[config.mk]
export PLATFORM = sky130hd
export DESIGN_NAME = host_spi_rx
export DESIGN_NICKNAME = d
export VERILOG_FILES = /design/src/rtl/host_spi_pkg.sv /design/src/rtl/host_spi_rx_byte_fifo.sv /design/src/rtl/host_spi_rx.sv
export SDC_FILE = /design/constraint.sdc
export NUM_CORES = 1
export LEC_CHECK = 0
export CORE_MARGIN = 8
export CORE_UTILIZATION = 50
export DETAILED_ROUTE_END_ITERATION = 12
export PLACE_DENSITY = 0.67
export SLEW_MARGIN = 20
export SYNTH_ARGS = -nofsm -noshare
export SYNTH_HDL_FRONTEND = slang
export SYNTH_SLANG_ARGS = --single-unit
export TNS_END_PERCENT = 50
[constraint.sdc]
create_clock -name CLK12 -period 8.28 [get_ports CLK12]
set_input_delay 1.242 -clock CLK12 [delete_from_list [all_inputs] [get_ports CLK12]]
set_output_delay 1.242 -clock CLK12 [all_outputs]
set_load 0.005 [all_outputs]
[src/rtl/host_spi_pkg.sv]
// Shared types and constants for the host SPI receiver.
package host_spi_pkg;
  typedef enum logic [1:0] {IDLE, HEADER, PAYLOAD} rx_state_e;
  localparam int ENTRY_W = 9;
  localparam int DC_BIT  = 8;
endpackage

[src/rtl/host_spi_rx_byte_fifo.sv]
// First-word-fall-through FIFO with registered head entry and a drop pulse.
module byte_fifo
  import host_spi_pkg::*;
#(
  parameter int W     = ENTRY_W,
  parameter int DEPTH = 16
) (
  input  logic         clk,
  input  logic         rst,
  input  logic         push,
  input  logic [W-1:0] push_data,
  input  logic         pop_ready,
  output logic         out_valid,
  output logic [W-1:0] out_data,
  output logic         ovf
);
  localparam int AW = $clog2(DEPTH);

  logic [W-1:0] mem [DEPTH];
  logic [AW:0]  wr_ptr, rd_ptr, rd_next;
  logic         pop, full, empty, wr_en;

  assign full    = (wr_ptr[AW] != rd_ptr[AW]) && (wr_ptr[AW-1:0] == rd_ptr[AW-1:0]);
  assign empty   = (wr_ptr == rd_ptr);
  assign pop     = out_valid & pop_ready & ~empty;
  assign wr_en   = push & (~full | pop);
  assign ovf     = push & full & ~pop;
  assign rd_next = rd_ptr + (AW+1)'(pop);

  always_ff @(posedge clk) begin
    if (wr_en) mem[wr_ptr[AW-1:0]] <= push_data;
  end

  // The head register only sees entries committed before this edge, which
  // adds the one cycle between the memory write and OUT_VALID.
  always_ff @(posedge clk or posedge rst) begin
    if (rst) begin
      wr_ptr    <= '0;
      rd_ptr    <= '0;
      out_valid <= 1'b0;
      out_data  <= '0;
    end else begin
      if (wr_en) wr_ptr <= wr_ptr + (AW+1)'(1);
      rd_ptr    <= rd_next;
      out_valid <= (rd_next != wr_ptr);
      if (rd_next != wr_ptr) out_data <= mem[rd_next[AW-1:0]];
    end
  end
endmodule

[src/rtl/host_spi_rx.sv]
// SPI mode-0 slave receiver oversampled in CLK12; header byte selects D/C,
// payload bytes are queued for the OLED controller.
module host_spi_rx
  import host_spi_pkg::*;
#(
  parameter int FIFO_DEPTH  = 16,
  parameter int SYNC_STAGES = 2
) (
  input  logic       CLK12,
  input  logic       RST,
  input  logic       SCK,
  input  logic       MOSI,
  input  logic       CSb,
  output logic [7:0] OUT_DATA,
  output logic       OUT_DC,
  output logic       OUT_VALID,
  input  logic       OUT_READY,
  output logic       OVERFLOW,
  input  logic       OVF_CLR,
  output logic       BUSY
);
  logic [SYNC_STAGES-1:0] sck_sync, mosi_sync, csb_sync;
  logic                   sck_d, csb_d;
  logic                   sck_s, mosi_s, csb_s;
  logic                   sck_rise, csb_fall, csb_rise;

  always_ff @(posedge CLK12 or posedge RST) begin
    if (RST) begin
      sck_sync  <= '0;
      mosi_sync <= '0;
      csb_sync  <= '1;
      sck_d     <= 1'b0;
      csb_d     <= 1'b1;
    end else begin
      sck_sync  <= {sck_sync[SYNC_STAGES-2:0], SCK};
      mosi_sync <= {mosi_sync[SYNC_STAGES-2:0], MOSI};
      csb_sync  <= {csb_sync[SYNC_STAGES-2:0], CSb};
      sck_d     <= sck_s;
      csb_d     <= csb_s;
    end
  end

  assign sck_s    = sck_sync[SYNC_STAGES-1];
  assign mosi_s   = mosi_sync[SYNC_STAGES-1];
  assign csb_s    = csb_sync[SYNC_STAGES-1];
  assign sck_rise = sck_s & ~sck_d;
  assign csb_fall = ~csb_s & csb_d;
  assign csb_rise = csb_s & ~csb_d;
  assign BUSY     = ~csb_s;

  rx_state_e          state;
  logic [2:0]         bit_cnt;
  logic [6:0]         shreg;      // the eighth bit is taken straight from mosi_s
  logic               dc;
  logic               push;
  logic [ENTRY_W-1:0] push_data;

  always_ff @(posedge CLK12 or posedge RST) begin
    if (RST) begin
      state     <= IDLE;
      bit_cnt   <= '0;
      shreg     <= '0;
      dc        <= 1'b0;
      push      <= 1'b0;
      push_data <= '0;
    end else begin
      push <= 1'b0;
      if (csb_fall) begin
        bit_cnt <= '0;
        shreg   <= '0;
        state   <= HEADER;
      end else if (csb_rise) begin
        state <= IDLE;
      end else if (sck_rise && !csb_s && state != IDLE) begin
        shreg   <= {shreg[5:0], mosi_s};
        bit_cnt <= bit_cnt + 3'd1;
        if (bit_cnt == 3'd7) begin
          if (state == HEADER) begin
            dc    <= mosi_s;
            state <= PAYLOAD;
          end else begin
            push      <= 1'b1;
            push_data <= {dc, shreg, mosi_s};
          end
        end
      end
    end
  end

  logic [ENTRY_W-1:0] head;
  logic               ovf_pulse;

  byte_fifo #(.W(ENTRY_W), .DEPTH(FIFO_DEPTH)) u_fifo (
    .clk       (CLK12),
    .rst       (RST),
    .push      (push),
    .push_data (push_data),
    .pop_ready (OUT_READY),
    .out_valid (OUT_VALID),
    .out_data  (head),
    .ovf       (ovf_pulse)
  );

  assign OUT_DATA = head[7:0];
  assign OUT_DC   = head[DC_BIT];

  always_ff @(posedge CLK12 or posedge RST) begin
    if (RST)            OVERFLOW <= 1'b0;
    else if (ovf_pulse) OVERFLOW <= 1'b1;
    else if (OVF_CLR)   OVERFLOW <= 1'b0;
  end
endmodule
==> results of run 1 <==
power by group through the flow:
stage               clock network [mW]  logic, mW  registers [mW]
global placement                     0      0.724            1.17
CTS                              0.877      0.734            1.15
detailed placement                   0      0.732            1.17
finish                           0.866      0.713            1.15
global route                     0.911      0.769            1.15
floorplan                            0      0.578            1.15
layer usage:
metal  routed length, um  vias up  track usage
met1                6256     1848       0.1885
met4                 204        0      0.06278
li1                    -     1610            -
met5                   0        -            0
met3                 410       15      0.02802
met2                6835       62       0.2391
worst max path at each step:
stage                               endpoint  depth (start not counted)  slack [ns]
after floorplan           u_fifo.out_data[1]                         10        4.84
after global placement    u_fifo.out_data[4]                          9        4.17
after detailed placement  u_fifo.out_data[1]                          9        4.18
after CTS                 u_fifo.out_data[1]                         10        4.63
after global routing      u_fifo.out_data[8]                          9        4.52
final                     u_fifo.out_data[4]                          9        4.65
kinds of logic (layout without fill, tap and decap cells):
family                   count (synthesis)  in the layout
AO/OA/AOI/OAI                           10             10
XOR/XNOR                                17             17
adder cells (fa/ha/maj)                 10             10
buffers and inverters                   25             64
flip-flops                             196            196
multiplexers                            93             93
AND/OR/NAND/NOR                         47             47
final cells by class:
| type | instances | area [um2] |
|---|---|---|
| Fill cell | 1105 | 6377 |
| Sequential cell | 196 | 5629 |
| Multi-Input combinational cell | 177 | 2108 |
| Clock buffer | 19 | 464.2 |
| Tap cell | 211 | 264.0 |
| Timing Repair Buffer | 22 | 210.2 |
| Clock inverter | 13 | 167.7 |
| Inverter | 10 | 37.54 |
metrics by stage:
stage / util / instances / hold slack, ns / worst slack (ns) / instance area [um2]
global placement: 0.5405 / 616 / 0.3364 / 4.168 / 8247
CTS: 0.5819 / 648 / 0.3523 / 4.631 / 8879
global route: 0.5820 / 648 / 0.3624 / 4.516 / 8881
floorplan: - / 398 / 0.3312 / 4.839 / 7824
finish: 0.5820 / 648 / 0.3515 / 4.650 / 8881
detailed placement: 0.5405 / 616 / 0.3363 / 4.178 / 8247
worst max-delay path, stage by stage:
cell             delay (ns)
clkdlybuf4s50_1        0.40
nand2_1                0.07
nor2_1                 0.05
ha_2                   0.30
buf_4                  0.59
mux4_2                 0.60
mux2i_1                0.27
mux2i_1                0.12
mux2_2                 0.28
state kept, by name (all words and copies together), names as in the netlist, 2 cells and up:
register         cells
csb_sync             2
u_fifo.wr_ptr        5
push_data            9
u_fifo.mem         144
bit_cnt              3
state                2
mosi_sync            2
sck_sync             2
shreg                7
u_fifo.rd_ptr        5
u_fifo.out_data      9
synth_stat cells (3+ instances only):
library cell	count
and3_1	13
buf_2	5
clkbuf_1	9
dfrtp_1	49
dfstp_2	3
edfxtp_1	144
ha_1	10
inv_1	10
mux2_2	30
mux2i_1	27
mux4_2	36
nand3_1	3
nor2_1	5
nor2b_1	14
xnor2_1	10
xor2_1	5
==> summary.txt, run 1 <==
Comb power frac: 0.262
Synth Flop Type: edfxtp_1
Worst rel slew slack: 0.2960
Unrepaired setup endpoints after global routing: false
Total chip power: 2.725 mW
Ranking of synthesized cells by area: edfxtp_1 (55%), dfrtp_1 (16%), mux4_2 (10%)
IO Port Bufs: 18
Worst r2r dst: u_fifo.out_data[4]
Hold endpoint: sck_sync[1]
Root Buffer: clkbuf_16
Die width: 141.1 um
Cell Pwr Density: 306.9 nW/um2
Die height: 141.1 um
DR pass1 iterations: 4
Crit start category: input port
Worst R2R Start: u_fifo.wr_ptr[2]
Worst-path clk slew: 0.07 ns
Critical path endpoint category: register
HP Start: sck_sync[0]
Clock power share: 0.318
Status: completed
Setup crit start: OUT_READY
Slew Limit Fails: 0
Cell taking the most area after synthesis: edfxtp_1
Starting Density: 0.5128
Seq cells post-synth: 196
Post-synth EDFFs: 144
Final Setup Violations: 0
Commonest cells after routing, fill and taps aside: edfxtp_1 (144), dfrtp_1 (49), mux4_2 (36)
Total gr overflow: 0
Antenna viol nets, final: 0
Wire per inst: 21.15 um
Post-layout min period: 3.630 ns
Leakage power: 3.158 nW
Kind of critical path: input port to register
Mux share of post-synthesis cell area: 0.1814
Vias in the first global route: 3766
Post-route DRC: 0
Post-synthesis sequential area ratio: 0.7195
CTS Sinks: 196
Synth unique cells: 36
Max Fclk: 275.5 MHz
Final TNS setup: 0 ns
YS warnings: 0
Switch Pwr: 0.7580 mW
DRT Wirelength: 13.71 mm
GPL Wtd Cong: 0.7530
Longest Clk Path Bufs: 2
Dpl hpwl: 8.545 mm
CTS tree: built
Worst Max-Slew Pin Slew: 1.054 ns
Simple-Gate Fraction of Synth Area: 0.03870
Sequential power share: 0.421
Sw Share: 0.2781
Int Power: 1.967 mW
Syn Nets: 415
Synth Area in Compound Gates: 0.009276
Worst hold stages: 0
Num CTS Buffers: 17
Largest family of logic cells by synthesized area: multiplexers
Top-area cell type share of the netlist area: 0.5527
Number of hold buffers added after cts: 0
Fraction of the mapped netlist area in adder cells: 0.01599
# Post-CTS Setup Buffers: 0
1st-iter DRT viols: 265
Hold Fails Final Rpt: 0
Global-route wire length before repair: 21.58 mm
Area grow syn2layout: 13.51%
Nets: 441
Via count: 3535
H-tree level count: 4
GRT Overall Usage: 0.1464
Die area: 19910 um2
Share of layout cells above drive strength 1: 0.2700
Setup Skew: 0.01100 ns
Antenna violations before repair: 0
Critical Path RT: 8.59 ns
Tcrit/Tclk final: 0.4384
Cell Rows: 45
Reg2Reg Setup Slack: 4.78 ns
R2R depth: 10
Post-CTS sizing: 0
Skew-Pair Late Insertion Delay: 0.43 ns
Post-Syn Area: 7824 um2
Max-cap violations: 0
Worst Path Max Fanout: 38
Synth Instances: 398
Data arrival, critical path: 3.94 ns
CORE AREA: 15260 um2
Io pins: 19
Async set-reset flop share out of synthesis: 0.2653
Worst vdd ir: 0.1923 mV
Commonest non-fill, non-tap cell in the layout: edfxtp_1
Antenna diode count: 0
Pin count of the biggest net entering global routing: 39
Hold WC Path Type: register to register
XOR/XNOR share of the synthesized area: 0.02191
Number of vias per cell: 5.455
Synthesized area per cell: 19.66 um2
No activity file was read; power rests on OpenSTA's default activity.
==> inputs of run 2 (changes only) <==
==> constraint.sdc (replaced) <==
create_clock -name CLK12 -period 3.5 [get_ports CLK12]
set_input_delay 0.525 -clock CLK12 [delete_from_list [all_inputs] [get_ports CLK12]]
set_output_delay 0.525 -clock CLK12 [all_outputs]
set_load 0.005 [all_outputs]
==> summary.txt, run 2 (synthesis gave the netlist of run 1 again) <==
Status: completed
Io pins: 19
Global-route wire length before repair: 22.55 mm
Setup crit start: u_fifo.wr_ptr[3]
Crit start category: register
Max Fclk: 312.5 MHz
Worst R2R Start: u_fifo.wr_ptr[3]
Worst Max-Slew Pin Slew: 0.6687 ns
Skew-Pair Late Insertion Delay: 0.43 ns
R2R depth: 10
Hold slack: 0.3487 ns
Post-CTS sizing: 0
Area grow syn2layout: 14.35%
Longest Clk Path Bufs: 2
GRT Overall Usage: 0.1543
Unrepaired setup endpoints after global routing: false
Post-layout min period: 3.200 ns
Worst Path Max Fanout: 14
Data arrival, critical path: 3.51 ns
Via count: 3645
Final TNS setup: 0 ns
Worst-path clk slew: 0.07 ns
Final Setup Violations: 0
Num CTS Buffers: 17
Starting Density: 0.5128
Cell Rows: 45
Slew Limit Fails: 0
GPL Wtd Cong: 0.7279
Worst vdd ir: 0.5655 mV
Worst r2r dst: u_fifo.out_data[2]
Worst rel slew slack: 0.5509
Antenna diode count: 0
Total gr overflow: 0
DRT Wirelength: 14.25 mm
IO Port Bufs: 18
CORE AREA: 15260 um2
CP endpoint: u_fifo.out_data[2]
Hold Fails Final Rpt: 0
Antenna viol nets, final: 0
Root Buffer: clkbuf_16
Share of layout cells above drive strength 1: 0.2806
H-tree level count: 4
Commonest non-fill, non-tap cell in the layout: edfxtp_1
Nets: 453
Vias in the first global route: 3777
Setup Skew: 0.01264 ns
Number of hold buffers added after cts: 0
Die height: 141.1 um
Tcrit/Tclk final: 0.9144
Pin count of the biggest net entering global routing: 39
Reg2Reg Setup Slack: 0.30 ns
Kind of critical path: register to register
Number of vias per cell: 5.523
Wire per inst: 21.59 um
Max-cap violations: 0
Cell Pwr Density: 719.1 nW/um2
Critical Path RT: 3.81 ns
Commonest cells after routing, fill and taps aside: edfxtp_1 (144), dfrtp_1 (49), mux4_2 (36)
Post-route DRC: 0
DR pass1 iterations: 4
# Post-CTS Setup Buffers: 0
Die area: 19910 um2
CTS tree: built
Antenna violations before repair: 0
Dpl hpwl: 9.047 mm
Max FFs per register: 144
CTS Sinks: 196
Critical path endpoint category: register
Leakage power: 3.204 nW
Hold WC Path Type: register to register
1st-iter DRT viols: 278
Die width: 141.1 um
-- run 2: cell type report --
| class | instances | area [um2] |
|---|---|---|
| multi-input combinational | 177 | 2101 |
| tap | 211 | 264.0 |
| sequential | 196 | 5629 |
| inverter | 10 | 37.54 |
| timing repair buffer | 34 | 337.8 |
| fill | 1107 | 6312 |
| clock inverter | 10 | 70.07 |
| clock buffer | 22 | 506.7 |
-- run 2: stage by stage --
stage | worst slack, ns | power, mW | cells | instance area, um2 | util
floorplan | 0.3134 | 4.085 | 398 | 7824 | -
global placement | 0.2549 | 4.655 | 628 | 8369 | 0.5485
detailed placement | 0.2475 | 4.683 | 628 | 8369 | 0.5485
CTS | 0.2805 | 6.521 | 660 | 8946 | 0.5863
global route | 0.02013 | 6.734 | 660 | 8946 | 0.5863
finish | 0.2995 | 6.433 | 660 | 8946 | 0.5863
-- run 2: worst min path at each step --
stage / endpoint / start / cells past startpoint
detailed placement: sck_sync[1] / sck_sync[0] / 0
global placement: sck_sync[1] / sck_sync[0] / 0
floorplan: mosi_sync[1] / mosi_sync[0] / 0
global route: sck_sync[1] / sck_sync[0] / 0
CTS: sck_sync[1] / sck_sync[0] / 0
finish: sck_sync[1] / sck_sync[0] / 0
-- run 2: worst max-delay path, stage by stage (launching register included) --
cell and delay (ns):
dfrtp_1 0.48, xnor2_1 0.21, nand4_1 0.16, nor2_1 0.12, nor2_1 0.05, ha_2 0.58
buf_12 0.22, mux4_2 0.53, mux2i_1 0.31, mux2i_1 0.13, mux2_2 0.27
-- run 2: per-layer routing --
metal,track usage,up-vias,share of wire
li1,-,1633,-
met1,0.1917,1926,0.44
met2,0.2587,73,0.51
met3,0.03747,13,0.038
met4,0.05600,0,0.012
met5,0,-,0
-- run 2: report_power, final --
part,internal (mW),leakage (nW),switching (mW)
clock network,1.03,0.284,0.805
logic,1.01,1.01,0.876
registers,2.60,1.91,0.106
==> inputs of run 3 (changes only) <==
==> constraint.sdc (replaced) <==
create_clock -name CLK12 -period 3.5 [get_ports CLK12]
set_input_delay 0.875 -clock CLK12 [delete_from_list [all_inputs] [get_ports CLK12]]
set_output_delay 0.875 -clock CLK12 [all_outputs]
set_load 0.005 [all_outputs]
==> summary.txt, run 3 (synthesis gave the netlist of run 1 again) <==
Slew Limit Fails: 0
Die width: 141.1 um
Critical Path RT: 3.82 ns
Worst-path clk slew: 0.07 ns
Setup Skew: 0.006529 ns
Antenna violations before repair: 0
Hold WC Path Type: register to register
Worst R2R Start: u_fifo.wr_ptr[3]
Number of hold buffers added after cts: 0
Dpl hpwl: 8.899 mm
CP max-delay cell: mux4_2
Global-route wire length before repair: 22.41 mm
DRT Wirelength: 13.65 mm
Unrepaired setup endpoints after global routing: false
Die height: 141.1 um
Post-route DRC: 0
Critical path endpoint category: register
Kind of critical path: register to register
Nets: 448
CP max stage delay: 0.52 ns
H-tree level count: 4
GRT Overall Usage: 0.1510
Worst hold stages: 0
Num CTS Buffers: 17
Crit path max-delay family: multiplexers
Hold Fails Final Rpt: 0
Root Buffer: clkbuf_16
Post-CTS sizing: 0
Commonest non-fill, non-tap cell in the layout: edfxtp_1
Worst rel slew slack: 0.3056
Die area: 19910 um2
Total gr overflow: 0
Wire per inst: 20.84 um
Worst Path Max Fanout: 16
DR pass1 iterations: 4
Final Util: 0.5849
Longest Clk Path Bufs: 2
Starting Density: 0.5128
Vias in the first global route: 3863
HP Start: sck_sync[0]
Cell Pwr Density: 725.2 nW/um2
Hold endpoint: sck_sync[1]
Antenna diode count: 0
Commonest cells after routing, fill and taps aside: edfxtp_1 (144), dfrtp_1 (49), mux4_2 (36)
CTS tree: built
Area grow syn2layout: 14.07%
Total chip power: 6.472 mW
1st-iter DRT viols: 292
Max-cap violations: 0
Via count: 3615
Cell Rows: 45
CTS Sinks: 196
Data arrival, critical path: 3.42 ns
R2R depth: 10
Worst Max-Slew Pin Slew: 1.039 ns
Place WS: 0.1645 ns
Tcrit/Tclk final: 0.8872
Share of layout cells above drive strength 1: 0.2770
Io pins: 19
Crit start category: register
Number of vias per cell: 5.519
# Post-CTS Setup Buffers: 0
Antenna viol nets, final: 0
CP Buf/Inv Count: 1
Cells along the critical path: xnor2_1, nand4_1, nor2_1, nor2_1, ha_2, buf_12, mux4_2, mux2i_1, mux2i_1, mux2_2
Final Setup Violations: 0
IO Port Bufs: 18
Status: completed
Worst r2r dst: u_fifo.out_data[1]
Leakage power: 3.180 nW
GPL Wtd Cong: 0.7040
Worst vdd ir: 0.3710 mV
Skew-Pair Late Insertion Delay: 0.43 ns
Pin count of the biggest net entering global routing: 42
Post-layout min period: 3.105 ns
Reg2Reg Setup Slack: 0.39 ns
Max Fclk: 322.0 MHz
Max FFs per register: 144
CORE AREA: 15260 um2
Setup slack after layout: 0.3947 ns
Final TNS setup: 0 ns
-- run 3: cell types whose count changed in the layout (fill, tap and decap cells not counted), sizes merged --
cell / delta
buf: -5
clkbuf: -4
inv: +4
clkinv: -1
clkinvlp: +1
-- run 3: cell type report --
type	instances	area [um2]
fill	1109	6334
sequential	196	5629
multi-input combinational	177	2101
clock buffer	18	450.4
timing repair buffer	29	325.3
tap	211	264.0
clock inverter	14	117.6
inverter	10	37.54
-- run 3: where the power goes --
part           switching (mW)  internal (mW)  leakage (nW)
combinational           0.879           1.04         0.993
sequential              0.107           2.60          1.91
clock                   0.870          0.970         0.276
-- run 3: how the worst max path moves through the flow --
stage | slack, ns | from | end | cells past startpoint
6_report | 0.39 | u_fifo.wr_ptr[3] | u_fifo.out_data[1] | 10
5_1_grt | 0.20 | u_fifo.wr_ptr[2] | u_fifo.out_data[1] | 10
4_1_cts | 0.40 | u_fifo.wr_ptr[3] | u_fifo.out_data[1] | 10
3_5_place_dp | 0.16 | OUT_READY | u_fifo.out_data[1] | 9
3_3_place_gp | 0.22 | OUT_READY | u_fifo.out_data[1] | 9
2_1_floorplan | 0.31 | u_fifo.wr_ptr[2] | u_fifo.out_data[1] | 13
-- run 3: metal layers --
metal	wire length, um	up-vias	track usage
met5	0	-	0
met4	235	0	0.06052
met3	488	19	0.03174
met2	6868	57	0.2470
met1	6060	1909	0.1938
li1	-	1630	-
-- run 3: through the flow --
stage | cell area, um2 | std cells | hold slack [ns]
global route | 8925 | 655 | 0.3516
finish | 8925 | 655 | 0.3501
CTS | 8925 | 655 | 0.3504
floorplan | 7824 | 398 | 0.3312
detailed placement | 8357 | 623 | 0.3347
global placement | 8357 | 623 | 0.3347
-- run 3: worst reg2reg max path, cell delays in order, from the launching register on --
cell and delay, ns:
dfrtp_1 0.49, xnor2_1 0.22, nand4_1 0.27, nor2_1 0.18, nor2_1 0.07, ha_2 0.38, buf_12 0.20, mux4_2 0.53
mux2i_1 0.28, mux2i_1 0.11, mux2_2 0.27
==> edit 1: new RTL, config.mk and constraints of run 3 <==
The parameter `SYNC_STAGES` goes from 2 to 4.
--- a/src/rtl/host_spi_rx.sv
+++ b/src/rtl/host_spi_rx.sv
@@ -4,7 +4,7 @@
   import host_spi_pkg::*;
 #(
   parameter int FIFO_DEPTH  = 16,
-  parameter int SYNC_STAGES = 2
+  parameter int SYNC_STAGES = 4
 ) (
   input  logic       CLK12,
   input  logic       RST,
Check against the original RTL: not equivalent (a bounded check fails within 4 cycles, from zero or initial values and one cycle with RST high).
==> edit 1 against run 3 <==
  * Wire length up 4.6%
  * Setup slack worse by 0.067 ns
  * Sequential cell count up 6
  * Area after synthesis up 1.9%
  * Utilization up 0.12 points
  * Total power up 5.4%
  * Cell area up 3.2%
  * Clock power up 15%
  * Critical endpoint is now u_fifo.out_data[4]
  * Largest cell class unchanged
==> edit 1: results (changes against run 3) <==
[worst_setup_path]
cp_slowest_cell = dfrtp_1
cp_max_fo = 10  ; -6
cp.arrival_ns = 3.53  ; +0.11 ns
reg2reg_setup_slack_ns = 0.33  ; -0.07 ns
cpPeakStageDelay_ns = 0.56  ; +0.04 ns

[power_and_ir_drop]
netSwitchingFraction_pct = 27.0  ; -1.7 points
p_sw_uw = 1840  ; -0.85%
p_seq_share_pct = 40.8  ; -1.1 points
ir_drop_mv = 0.459  ; +24%
leakage_uw = 0.00331  ; +4.1%
combPwrFrac_pct = 28.1  ; -1.6 points

[global_route]
grt_max_degree = 37  ; -12%
use_met2_pct = 25.5  ; +0.77 points
grt_use_total_pct = 14.8  ; -0.25 points
grt_util_met1_pct = 19.5  ; +0.11 points
grt_pass1_wl_mm = 23.0  ; +2.6%
grt_use_met3_pct = 2.58  ; -0.59 points
grt_pass1_vias = 3973  ; +2.8%

[routing]
drt_wl_total_mm = 14.3  ; +4.6%
wl_met3_um = 674  ; +38%
drtIter0Drc = 244  ; -16%
wl_met1_mm = 6.22  ; +2.6%
met2WireLength_mm = 7.24  ; +5.3%
wire_per_inst_um = 21.2  ; +1.5%

[sta]
finClkSkew_ns = 0.0139  ; +0.00738 ns
worstMarginPinSlew_ns = 0.669  ; -0.370 ns
hold_ws_ns = 0.351  ; +0.000613 ns
max_freq_mhz = 315  ; -2.1%

[placed_design]
dpl_cell_area_um2 = 8550  ; +2.3%
dp_hpwl_mm = 9.33  ; +4.8%
place_inst = 638  ; +2.4%
pre_cts_slack_ns = 0.0889  ; -0.0757 ns

[clock_tree]
numCtsBuffers = 21  ; +4
max-clock-path-buffers = 3  ; +1
clock_latency_ns = 0.48  ; +0.05 ns
htreeDepth = 1  ; -3

[synthesis]
synthXorXnorAreaFrac_pct = 2.15  ; -0.041 points
ys_seq_area_share_pct = 72.5  ; +0.57 points
synth.top_cells.by_count = edfxtp_1 (144), dfrtp_1 (53), mux4_2 (36)
synth_mux_area_share_pct = 17.8  ; -0.34 points
synth-compound-area-share_pct = 0.910  ; -0.017 points
synthAdderAreaFrac_pct = 1.57  ; -0.030 points

[status]
status = finished clean

[final_layout]
drive_gt1_share_pct = 27.5  ; -0.25 points
fillerInstances = 1140  ; +2.8%
nNetsFinal = 462  ; +3.1%

[edit 1: changes by cell type after synthesis]
cell	run 3	this run
dfrtp_1	49	53
dfstp_2	3	5
inv_1	10	9
xnor2_2	0	1
xor2_2	1	0
[edit 1: cell type report]
type	instances	area [um^2]	share of cell area [%]
Clock inverter	11	105	1.14
Inverter	9	33.8	0.367
Clock buffer	26	554	6.02
Tap cell	216	270	2.93
Sequential cell	202	5780	62.8
Multi-Input combinational cell	177	2100	22.8
Timing Repair Buffer	34	363	3.94
[edit 1: path summary, 6_finish.rpt]
path / cells after the start / from / to
max in group asynchronous: 3 / RST / csb_d
max reg2reg: 10 / u_fifo.wr_ptr[2] / u_fifo.out_data[4]
min in group asynchronous: 2 / RST / u_fifo.out_valid
min: 0 / mosi_sync[2] / mosi_sync[3]
min reg2reg: 0 / mosi_sync[2] / mosi_sync[3]
max: 10 / u_fifo.wr_ptr[2] / u_fifo.out_data[4]
==> edit 2: new RTL, config.mk and constraints of run 3 <==
Made on the original files. The 3 states of `rx_state_e` get a one-hot encoding in 3 bits.
--- a/src/rtl/host_spi_pkg.sv
+++ b/src/rtl/host_spi_pkg.sv
@@ -1,6 +1,6 @@
 // Shared types and constants for the host SPI receiver.
 package host_spi_pkg;
-  typedef enum logic [1:0] {IDLE, HEADER, PAYLOAD} rx_state_e;
+  typedef enum logic [2:0] {IDLE = 3'b001, HEADER = 3'b010, PAYLOAD = 3'b100} rx_state_e;
   localparam int ENTRY_W = 9;
   localparam int DC_BIT  = 8;
 endpackage
Formal check against the unedited RTL: same outputs for any inputs over 10 cycles, from zero or initial values and one cycle with RST high; not proved beyond that.
==> edit 2 against run 3 <==
  * Synthesized cell count is 1.5% lower
  * Cell area rose by 1.5%
  * Area after synthesis grew 0.67%
  * Critical path type unchanged
  * Combinational power down 9%
  * Total power is 1.2% lower
  * Count of clock-buffer cells in the layout is the same
  * Critical endpoint is now u_fifo.out_data[0]
  * Sequential power decreased by 3%
  * Global-route usage grew 0.44 points
  * Clock skew rose by 0.0023 ns
  * Wire length is 4.4% higher
  * Sequential cell count up 1
  * Die area grew 0.60%
  * Setup slack better by 0.057 ns
==> edit 2: results (changes against run 3) <==
[clock_tree]
clock_latency_ns = 0.43  ; about the same
htreeDepth = 4  ; unchanged

[global_route]
grt_use_met3_pct = 3.43  ; +0.25 points
antenna_found_initial = 0  ; unchanged
grt_pass1_vias = 3908  ; +1.2%
grt_pass1_wl_mm = 22.7  ; +1.4%
grt_max_degree = 39  ; -7.1%
grt_use_total_pct = 15.5  ; +0.44 points
grt_util_met1_pct = 19.8  ; +0.46 points
use_met2_pct = 25.8  ; +1.1 points

[placed_design]
dpl_cell_area_um2 = 8450  ; +1.1%
place_inst = 631  ; +1.3%
pre_cts_slack_ns = 0.135  ; -0.0298 ns
place.gp.congestion = 0.747  ; +6.1%
dp_hpwl_mm = 9.32  ; +4.7%

[sta]
worstMarginPinSlew_ns = 0.907  ; -0.132 ns
finClkSkew_ns = 0.00881  ; +0.00228 ns
max_freq_mhz = 328  ; +1.9%

[routing]
firstDrtPassIters = 5  ; +1
drtIter0Drc = 246  ; -16%
via_per_inst = 5.47  ; -0.82%
drt_wl_total_mm = 14.2  ; +4.4%

[worst_setup_path]
reg2reg_setup_slack_ns = 0.45  ; +0.06 ns
setup.worst_path.start = u_fifo.rd_ptr[3]
path_class = flip-flop to flip-flop
cp.arrival_ns = 3.36  ; -0.06 ns
r2r-end = u_fifo.out_data[0]
cp_max_fo = 14  ; -2

[synthesis]
synth_fp_nets = 409  ; -1.4%
synth_cells = 392  ; -1.5%
ys_seq_area_share_pct = 71.8  ; -0.15 points
synth_edf_count = 144  ; unchanged
synth.top_cells.by_count = edfxtp_1 (144), dfrtp_1 (49), mux2i_1 (27)
synth.area.top_cells = edfxtp_1 (55%), dfrtp_1 (16%), mux4_2 (6.9%)
async_flop_share_pct = 26.9  ; +0.37 points
ys_types = 37  ; +2.8%

[final_layout]
finalNonFillerCells = 663  ; +1.2%
fillerInstances = 1217  ; +9.7%
drive_gt1_share_pct = 25.1  ; -2.6 points

[power_and_ir_drop]
leakage_uw = 0.00353  ; +11%
ir_drop_mv = 0.406  ; +9.5%

[status]
status = finished clean

edit 2: cell types whose count changed after synthesis, moves of 2 or more:
cell / before / now
mux4_1: 0 / 12
mux4_2: 36 / 24
nor2b_1: 14 / 4
a22o_1: 0 / 9
mux2_2: 30 / 23
clkbuf_1: 9 / 4
buf_6: 0 / 4
and2b_2: 2 / 0
edit 2: per-stage QoR:
step           total power, uW  utilization (%)
6_report                  6400             57.9
3_3_place_gp              4470             54.0
4_1_cts                   6470             57.9
2_1_floorplan             3910                -
3_5_place_dp              4460             54.0
5_1_grt                   6650             57.9
edit 2: worst max-delay path, cell delays in order, from the launching register on:
cell	delay, ns
dfrtp_1	0.46
xnor2_1	0.20
nand4_1	0.25
nor2_1	0.16
nor2_1	0.06
ha_2	0.40
buf_12	0.19
mux4_1	0.56
mux2i_1	0.29
mux2i_1	0.11
mux2_2	0.26
edit 2: layout make-up:
class / count / area [um^2] / share of cell area [%]
Multi-Input combinational cell: 169 / 2090 / 23.1
Clock buffer: 18 / 429 / 4.74
Timing Repair Buffer: 38 / 393 / 4.34
Clock inverter: 14 / 184 / 2.03
Tap cell: 216 / 270 / 2.98
Inverter: 11 / 41.3 / 0.456
Sequential cell: 197 / 5660 / 62.4
edit 2: kinds of logic (layout without fill, tap and decap cells):
family                     Yosys count  count (layout)  synth area share, %
AOI/OAI and AO/OA                   17              17                 1.99
xor gates and xnor gates            17              17                 2.18
adders and majority gates           10              10                 1.59
buffers and inverters               26              81                 1.79
DFF                                197             197                 71.8
muxes                               86              86                 17.6
and+or+nand+nor                     39              39                 3.07
edit 2: worst min path at each step:
stage	to	slack [ns]	depth (start not counted)	start
after floorplan	mosi_sync[1]	0.33	0	mosi_sync[0]
after global placement	sck_sync[1]	0.34	0	sck_sync[0]
after detailed placement	sck_sync[1]	0.34	0	sck_sync[0]
after CTS	mosi_sync[1]	0.36	0	mosi_sync[0]
after global routing	csb_sync[1]	0.37	0	csb_sync[0]
final	mosi_sync[1]	0.35	0	mosi_sync[0]
edit 2: routing by layer:
metal	part of all wire, %	routed length (um)
met1	44	6280
met2	50	7190
met3	4.2	604
met4	1.2	170
met5	0	0
edit 2: power breakdown:
| group | internal (uW) | switching [uW] |
|---|---|---|
| clock network | 1190 | 821 |
| logic | 927 | 817 |
| registers | 2570 | 73.7 |
